$ cat src/rtl/mdu_sequencer.sv
// Iterative shift-add multiply / multiply-accumulate engine.
// Owns the architectural HI/LO accumulator pair beside the ALU.
module mdu_sequencer #(
  parameter int WIDTH = 32
) (
  input  logic             clk,
  input  logic             rst_n,
  input  logic             start,
  input  logic [1:0]       op,
  input  logic [WIDTH-1:0] a,
  input  logic [WIDTH-1:0] b,
  output logic             busy,
  output logic             done,
  output logic [WIDTH-1:0] result,
  output logic [WIDTH-1:0] hi,
  output logic [WIDTH-1:0] lo
);

  localparam int W2 = 2 * WIDTH;
  localparam int CW = $clog2(WIDTH + 1);

  localparam logic [1:0] OP_MUL   = 2'b00;
  localparam logic [1:0] OP_MADDU = 2'b10;
  localparam logic [1:0] OP_CLR   = 2'b11;

  typedef enum logic [1:0] {
    S_IDLE,
    S_MUL,
    S_ACC,
    S_DONE
  } state_e;

  state_e state_q, state_d;

  logic [1:0]       op_q, op_d;
  logic [W2-1:0]    mcand_q, mcand_d;
  logic [WIDTH-1:0] mplier_q, mplier_d;
  logic [W2-1:0]    prod_q, prod_d;
  logic             neg_q, neg_d;
  logic [CW-1:0]    cnt_q, cnt_d;
  logic [WIDTH-1:0] hi_q, hi_d;
  logic [WIDTH-1:0] lo_q, lo_d;
  logic [WIDTH-1:0] res_q, res_d;

  logic             accept;
  logic             sgn_op;
  logic [WIDTH-1:0] mag_a;
  logic [WIDTH-1:0] mag_b;
  logic [W2-1:0]    prod_s;

  always_ff @(posedge clk or negedge rst_n) begin
    if (!rst_n) begin
      state_q  <= S_IDLE;
      op_q     <= OP_MUL;
      mcand_q  <= '0;
      mplier_q <= '0;
      prod_q   <= '0;
      neg_q    <= 1'b0;
      cnt_q    <= '0;
      hi_q     <= '0;
      lo_q     <= '0;
      res_q    <= '0;
    end else begin
      state_q  <= state_d;
      op_q     <= op_d;
      mcand_q  <= mcand_d;
      mplier_q <= mplier_d;
      prod_q   <= prod_d;
      neg_q    <= neg_d;
      cnt_q    <= cnt_d;
      hi_q     <= hi_d;
      lo_q     <= lo_d;
      res_q    <= res_d;
    end
  end

  // Min-int negates to itself; read unsigned that is the 2^(W-1) magnitude.
  always_comb begin
    sgn_op = (op != OP_MADDU);
    mag_a  = (sgn_op && a[WIDTH-1]) ? -a : a;
    mag_b  = (sgn_op && b[WIDTH-1]) ? -b : b;
    prod_s = neg_q ? -prod_q : prod_q;
    accept = start &&
             ((state_q == S_IDLE) || (state_q == S_DONE));
  end

  always_comb begin
    state_d  = state_q;
    op_d     = op_q;
    mcand_d  = mcand_q;
    mplier_d = mplier_q;
    prod_d   = prod_q;
    neg_d    = neg_q;
    cnt_d    = cnt_q;
    hi_d     = hi_q;
    lo_d     = lo_q;
    res_d    = res_q;

    unique case (state_q)
      S_IDLE, S_DONE: begin
        if (state_q == S_DONE) begin
          state_d = S_IDLE;
        end
        if (accept) begin
          op_d = op;
          if (op == OP_CLR) begin
            state_d = S_DONE;
            hi_d    = '0;
            lo_d    = '0;
          end else begin
            state_d  = S_MUL;
            mcand_d  = {{WIDTH{1'b0}}, mag_a};
            mplier_d = mag_b;
            prod_d   = '0;
            neg_d    = sgn_op & (a[WIDTH-1] ^ b[WIDTH-1]);
            cnt_d    = CW'(WIDTH);
          end
        end
      end
      S_MUL: begin
        if (mplier_q[0]) begin
          prod_d = prod_q + mcand_q;
        end
        mcand_d  = mcand_q << 1;
        mplier_d = mplier_q >> 1;
        cnt_d    = cnt_q - CW'(1);
        if (cnt_d == '0) begin
          state_d = S_ACC;
        end
      end
      S_ACC: begin
        state_d = S_DONE;
        if (op_q == OP_MUL) begin
          res_d = prod_s[WIDTH-1:0];
        end else begin
          {hi_d, lo_d} = {hi_q, lo_q} + prod_s;
        end
      end
      default: state_d = S_IDLE;
    endcase
  end

  assign busy   = (state_q == S_MUL) || (state_q == S_ACC);
  assign done   = (state_q == S_DONE);
  assign result = res_q;
  assign hi     = hi_q;
  assign lo     = lo_q;

endmodule
$ cat config.mk
export PLATFORM = sky130hd
export DESIGN_NAME = mdu_sequencer
export DESIGN_NICKNAME = d
export VERILOG_FILES = /design/src/rtl/mdu_sequencer.sv
export SDC_FILE = /design/constraint.sdc
export NUM_CORES = 1
export LEC_CHECK = 0
export BUFFER_PORTS_ARGS = -buffer_cell sky130_fd_sc_hd__buf_2
export CORE_UTILIZATION = 62
export DETAILED_ROUTE_END_ITERATION = 8
export PLACE_DENSITY = 0.82
export SLEW_MARGIN = 0
export SYNTH_ARGS = -nofsm -noshare
export SYNTH_HDL_FRONTEND = slang
export SYNTH_SLANG_ARGS = --single-unit
$ cat constraint.sdc
create_clock -name clk -period 6.6 [get_ports clk]
set_input_delay 1.32 -clock clk [delete_from_list [all_inputs] [get_ports clk]]
set_output_delay 1.32 -clock clk [all_outputs]
set_load 0.03 [all_outputs]
### Word-level counts from Yosys, hierarchy flattened

Index checks and enable logic that the tools add are counted.

| storage, ports and cells | value |
|---|---|
| register bits | 267 |
| input port bits | 69 |
| output and inout port bits | 98 |

| operators by class | value |
|---|---|
| add/sub/neg operators | 6 |
| equal/unequal tests | 12 |
| mux-type cells | 27 |
| bitwise logic cells | 3 |
| reduce and logical (&&, ||, !) cells | 18 |

Operators with widths:

| cell | number |
|---|---|
| $mux 64 | 6 |
| $mux 32 | 8 |
| $pmux 64 s2 | 2 |
| $pmux 32 s2 | 3 |
| $add 64x64->64 | 2 |
| $neg 32->32 | 2 |
| $neg 64->64 | 1 |
| $ne 2x2->1 const B | 7 |
| $mux 6 | 2 |
| $pmux 6 s2 | 1 |
| $mux 2 | 4 |
| $reduce_and 4->1 | 2 |
| $eq 2x2->1 const B | 3 |
| $logic_not 6->1 | 1 |
| $pmux 2 s3 | 1 |
| $reduce_and 2->1 | 3 |
| $reduce_and 3->1 | 2 |
| $sub 6x1->6 const B | 1 |
| $logic_not 2->1 | 2 |
| $reduce_bool 2->1 | 2 |
| $logic_and 1x1->1 | 3 |
| $ne 3x3->1 const B | 1 |
| $eq 2x1->1 const B | 1 |
| $logic_or 1x1->1 | 2 |
| 4 further kinds | 4 |

### Depth between registers and ports, before layout

| depth | value |
|---|---|
| depth in word-level cells | 6 |
| depth in mapped cells | 27 |
| depth with buffers taken out | 25 |

### Worst setup path after synthesis

OpenSTA, ideal clock, no wires.

| timing | value |
|---|---|
| path kind | register to register |
| start | register prod_q[12] |
| end | register hi_q[31] (netlist: hi[31]) |
| library setup time | 124 ps |
| arrival | 4,903 ps |
| required time | 6,476 ps |
| slack | 1,573 ps |
| stages on the path, launching flop included | 24 |
| path buffers | 1 |
| cells stage by stage | dfrtp_1 -> or4_4 -> or3_4 -> or3_4 -> or2_4 -> nor2_4 -> nand3_2 -> o31a_1 -> buf_6 -> a21o_4 -> a21oi_2 -> xnor2_1 -> ha_1 -> and3_1 -> nand2_1 -> nor4_1 -> a21oi_1 -> o21ai_0 -> a31oi_1 -> o31ai_1 -> nor4_1 -> nor3b_2 -> mux2i_1 -> o21ai_1 |

| on the way | value |
|---|---|
| word-level cells in the longest chain between the ends | 5 |

RTL lines:

| what | RTL line | RTL |
|---|---|---|
| from (decl) | 38 | `logic [W2-1:0] prod_q, prod_d;` |
| from (signal assigned) | 68 | `prod_q <= prod_d;` |
| $neg 64->64 | 82 | `prod_s = neg_q ? -prod_q : prod_q;` |
| $mux 64 * | 82 |  |
| $add 64x64->64 * | 136 | `{hi_d, lo_d} = {hi_q, lo_q} + prod_s;` |
| $mux 32 * | 133 | `if (op_q == OP_MUL) begin` |
| $pmux 32 s2 * | 99 | `unique case (state_q)` |
| to (signal assigned) | 71 | `hi_q <= hi_d;` |
| to (decl) | 41 | `logic [WIDTH-1:0] hi_q, hi_d;` |

Every way passes the cells marked *; elsewhere a longest branch is shown, timed or not. The select of a mux whose other input is x is not followed.
A chain may end at the register's enable or synchronous reset.

### Final worst setup path

| timing | value |
|---|---|
| start | register prod_q[12] |
| end | register hi_q[31] (netlist: hi[31]) |

| on the way | value |
|---|---|
| word-level cells in the longest chain between the ends | 5 |

RTL lines:

| what | RTL line | RTL |
|---|---|---|
| $neg 64->64 | 82 |  |
| $mux 64 | 82 |  |
| via prod_s[18] | 49 | `logic [W2-1:0] prod_s;` |
| $add 64x64->64 | 136 |  |
| $mux 32 | 133 |  |
| $pmux 32 s2 | 99 |  |

The timed path passes the listed nets, and every way through them passes these cells. The select of a mux whose other input is x is not followed.

==> impl_metrics.json <==
{
  "reg2reg_slack_ps": 970,
  "viasPerCell": 6.18,
  "clkTransAtPathRegs_ps": 60,
  "ff2ff_path_depth": 19,
  "max-cap-violations": 0,
  "drtIter0Drc": 1465,
  "cp_slowest_cell": "or4_4",
  "areaGrowthSynthToFinish_pct": 10.5,
  "core_um2": 32500,
  "critPathRequiredTime_ps": 7050,
  "holdPathStages": 2,
  "yosysTopAreaCell": "dfrtp_1",
  "crit_path_start_kind": "flip-flop",
  "netlist_top_cells_area": "dfrtp_1 (33%), ha_1 (9.1%), nand2_1 (7.0%)",
  "r2r_start": "prod_q[12]",
  "cts_buffers": 31,
  "ys.flop_type": "dfrtp_1",
  "gr-total-overflow": 0,
  "drtAntennaViolNets": 0,
  "numClockSinks": 267,
  "holdBufCountCts": 0,
  "die_h_um": 183,
  "utilization_pct": 69.4,
  "cp_top_family": "simple AND/OR/NAND/NOR gates",
  "syn_area_per_cell_um2": 8.20,
  "rows": 66,
  "synth.top_cell.area_share_pct": 32.8,
  "dieArea_um2": 33600,
  "antenna_found_initial": 1,
  "cp-end-kind": "flip-flop",
  "fillCellCount": 2620,
  "drc": 0,
  "initial_core_util_pct": 62.8,
  "path_buf_inv": 1,
  "port_buffers": 166,
  "grt_max_degree": 102,
  "holdCritStartpoint": "mplier_q[20]",
  "ys_seq_area_share_pct": 32.8,
  "cts_tree": "built",
  "skew_ps": 15.6,
  "nets": 2788,
  "finalWirelength_um": 55700,
  "period_share_pct": 85.3,
  "fmax_mhz": 178,
  "synthArstFlopShare_pct": 100,
  "gp_congestion": 0.986,
  "worstPathMaxFanout": 7,
  "die_w_um": 183,
  "yosys_warnings": 0,
  "clock-root-buffer": "clkbuf_16",
  "mappedNetlistArea_um2": 20400,
  "diodes": 0,
  "p_leak_nw": 11.0,
  "hold_class": "reg -> reg",
  "grt_pass1_vias": 17600,
  "dp_hpwl_um": 42500,
  "worst_slew_pin_slew_ps": 1100,
  "vias": 18700,
  "post_cts_buffers": 0,
  "synth_nets": 2706,
  "drive_gt1_share_pct": 12.0,
  "hold_viol_final": 0,
  "crit_path_cell_trace": "or4_4, or3_4, or2_2, o41ai_1, xnor2_1, ha_1, a21oi_1, o21ai_0, o21ai_0, a21oi_1, nor3_1, o41ai_1, buf_4, a31oi_1, o31ai_1, a31oi_1, nor3b_2, mux2i_1, o21ai_1",
  "grt_usage_pct": 33.3,
  "setup_viol": 0,
  "cts-resized-gates": 0,
  "first_pass_iters": 6,
  "grt_pass1_wl_um": 90300,
  "peakVddDrop_mv": 0.371,
  "wl_per_cell_um": 18.4,
  "arrival_ps": 6080,
  "drv_slew": 0,
  "ioPinCount": 167,
  "outcome": "finished, final reports clean",
  "htreeDepth": 1,
  "worstReg2RegEnd": "hi[31]",
  "min_period_ps": 5630,
  "synth-seq-cells": 267,
  "critPathKind": "reg -> reg",
  "crit_path_max_incr_delay_ps": 560,
  "synth_cells": 2486,
  "power_density_nw_per_um2": 544,
  "maxSlewHeadroom_pct": 25.6,
  "hold_end": "mplier_q[20]",
  "clkLatencyLatePin_ps": 590,
  "cts_max_path_buffers": 3,
  "synth-edff-count": 0,
  "ys_types": 87,
  "tns_ps": 0,
  "rsz0062_at_grt": "no"
}
==> area by class of cell <==
type / count / area (um2) / share of cell area [%]
flip-flops and latches: 267 / 6680 / 29.7
multi-input cells: 2035 / 13000 / 57.9
clock inverters: 14 / 245 / 1.09
repair buffers: 181 / 953 / 4.23
clock buffers: 41 / 853 / 3.79
well taps: 442 / 553 / 2.46
inverters: 52 / 195 / 0.867
==> worst register-to-register path, cell delays in order (launching register included) <==
cell and delay, ps:
dfrtp_1 420, or4_4 560, or3_4 380, or2_2 320, o41ai_1 380, xnor2_1 220
ha_1 360, a21oi_1 290, o21ai_0 130, o21ai_0 230, a21oi_1 90, nor3_1 550
o41ai_1 170, buf_4 180, a31oi_1 320, o31ai_1 160, a31oi_1 200, nor3b_2 240
mux2i_1 210, o21ai_1 70
==> synthesized netlist by cell type, types with 12 or more instances <==
cell type / n
dfrtp_1: 267
ha_1: 149
nor3_1: 38
clkbuf_1: 113
nand2_1: 381
nor4_1: 17
inv_1: 51
nand4_1: 42
o41ai_1: 15
a21o_1: 91
o21a_1: 13
or3_1: 20
o21ai_1: 17
nand2b_1: 15
xnor2_1: 153
a31oi_1: 21
mux2_2: 33
and3_1: 13
a211oi_1: 13
nand3_1: 79
xor2_1: 77
buf_1: 12
nor2_1: 134
o21ai_0: 260
a21oi_1: 237
o21bai_1: 27
o31ai_1: 41
==> layout by cell type (no fill, tap or decap), types with 13 or more instances in the layout <==
cell type / instances
nand2_1: 381
dfrtp_1: 266
o21ai_0: 260
a21oi_1: 237
buf_2: 165
xnor2_1: 153
ha_1: 148
nor2_1: 134
a21o_1: 90
nand3_1: 79
xor2_1: 77
inv_1: 51
nand4_1: 42
o31ai_1: 41
nor3_1: 37
mux2_2: 33
clkbuf_16: 31
o21bai_1: 27
a31oi_1: 21
or3_1: 20
nor4_1: 17
o41ai_1: 15
nand2b_1: 15
o21ai_1: 15
buf_4: 15
o21a_1: 13
and3_1: 13
a211oi_1: 13
==> registers in the layout, indices dropped and copies added (netlist names) <==
signal	count
mcand_q	64
prod_q	64
hi	32
lo	32
mplier_q	32
result	32
cnt_q	6
op_q	2
state_q	2
neg_q	1
==> worst max path at each step <==
stage          slack [ps]        from  cells past startpoint      to
3_3_place_gp         1100  prod_q[12]                     21  hi[31]
3_5_place_dp         1030  prod_q[12]                     22  hi[31]
6_report              970  prod_q[12]                     19  hi[31]
5_1_grt               650  prod_q[11]                     21  hi[28]
4_1_cts              1000  prod_q[12]                     21  hi[31]
2_1_floorplan        1570  prod_q[12]                     23  hi[31]
==> power breakdown <==
part	total, W	switching, W	internal, W
combinational	0.00773	0.00498	0.00274
sequential	0.00267	0.000535	0.00214
clock	0.00185	0.000706	0.00114
total	0.0122	0.00623	0.00602
==> layer usage <==
metal | GRT usage, % | share of wire [%] | vias to the layer above
li1 | - | - | 9087
met5 | 0 | 0.020 | -
met1 | 49.0 | 48 | 8913
met2 | 51.3 | 43 | 650
met4 | 7.80 | 1.9 | 2
met3 | 4.92 | 7.4 | 71
==> stage by stage <==
| step | cells | total power (W) | setup WS, ps | hold WS, ps | cell area, um2 |
|---|---|---|---|---|---|
| floorplan | 2486 | 0.00830 | 1570 | 445 | 20400 |
| global placement | 2977 | 0.0101 | 1100 | 462 | 21400 |
| detailed placement | 2977 | 0.0103 | 1030 | 472 | 21400 |
| CTS | 3032 | 0.0122 | 1000 | 485 | 22500 |
| global route | 3032 | 0.0131 | 649 | 507 | 22500 |
| finish | 3032 | 0.0122 | 973 | 485 | 22500 |
==> kinds of logic (layout without fill, tap and decap cells) <==
| family | after synthesis | in the layout | share of synthesized area, % |
|---|---|---|---|
| XOR/XNOR | 230 | 230 | 9.89 |
| AO/OA/AOI/OAI | 807 | 807 | 24.0 |
| AND/OR/NAND/NOR | 807 | 807 | 18.4 |
| multiplexers | 40 | 40 | 2.17 |
| buffers and inverters | 184 | 288 | 3.46 |
| adder cells (fa/ha/maj) | 151 | 151 | 9.35 |
| flip-flops | 267 | 267 | 32.8 |
Power figures use the tool's default switching activity.
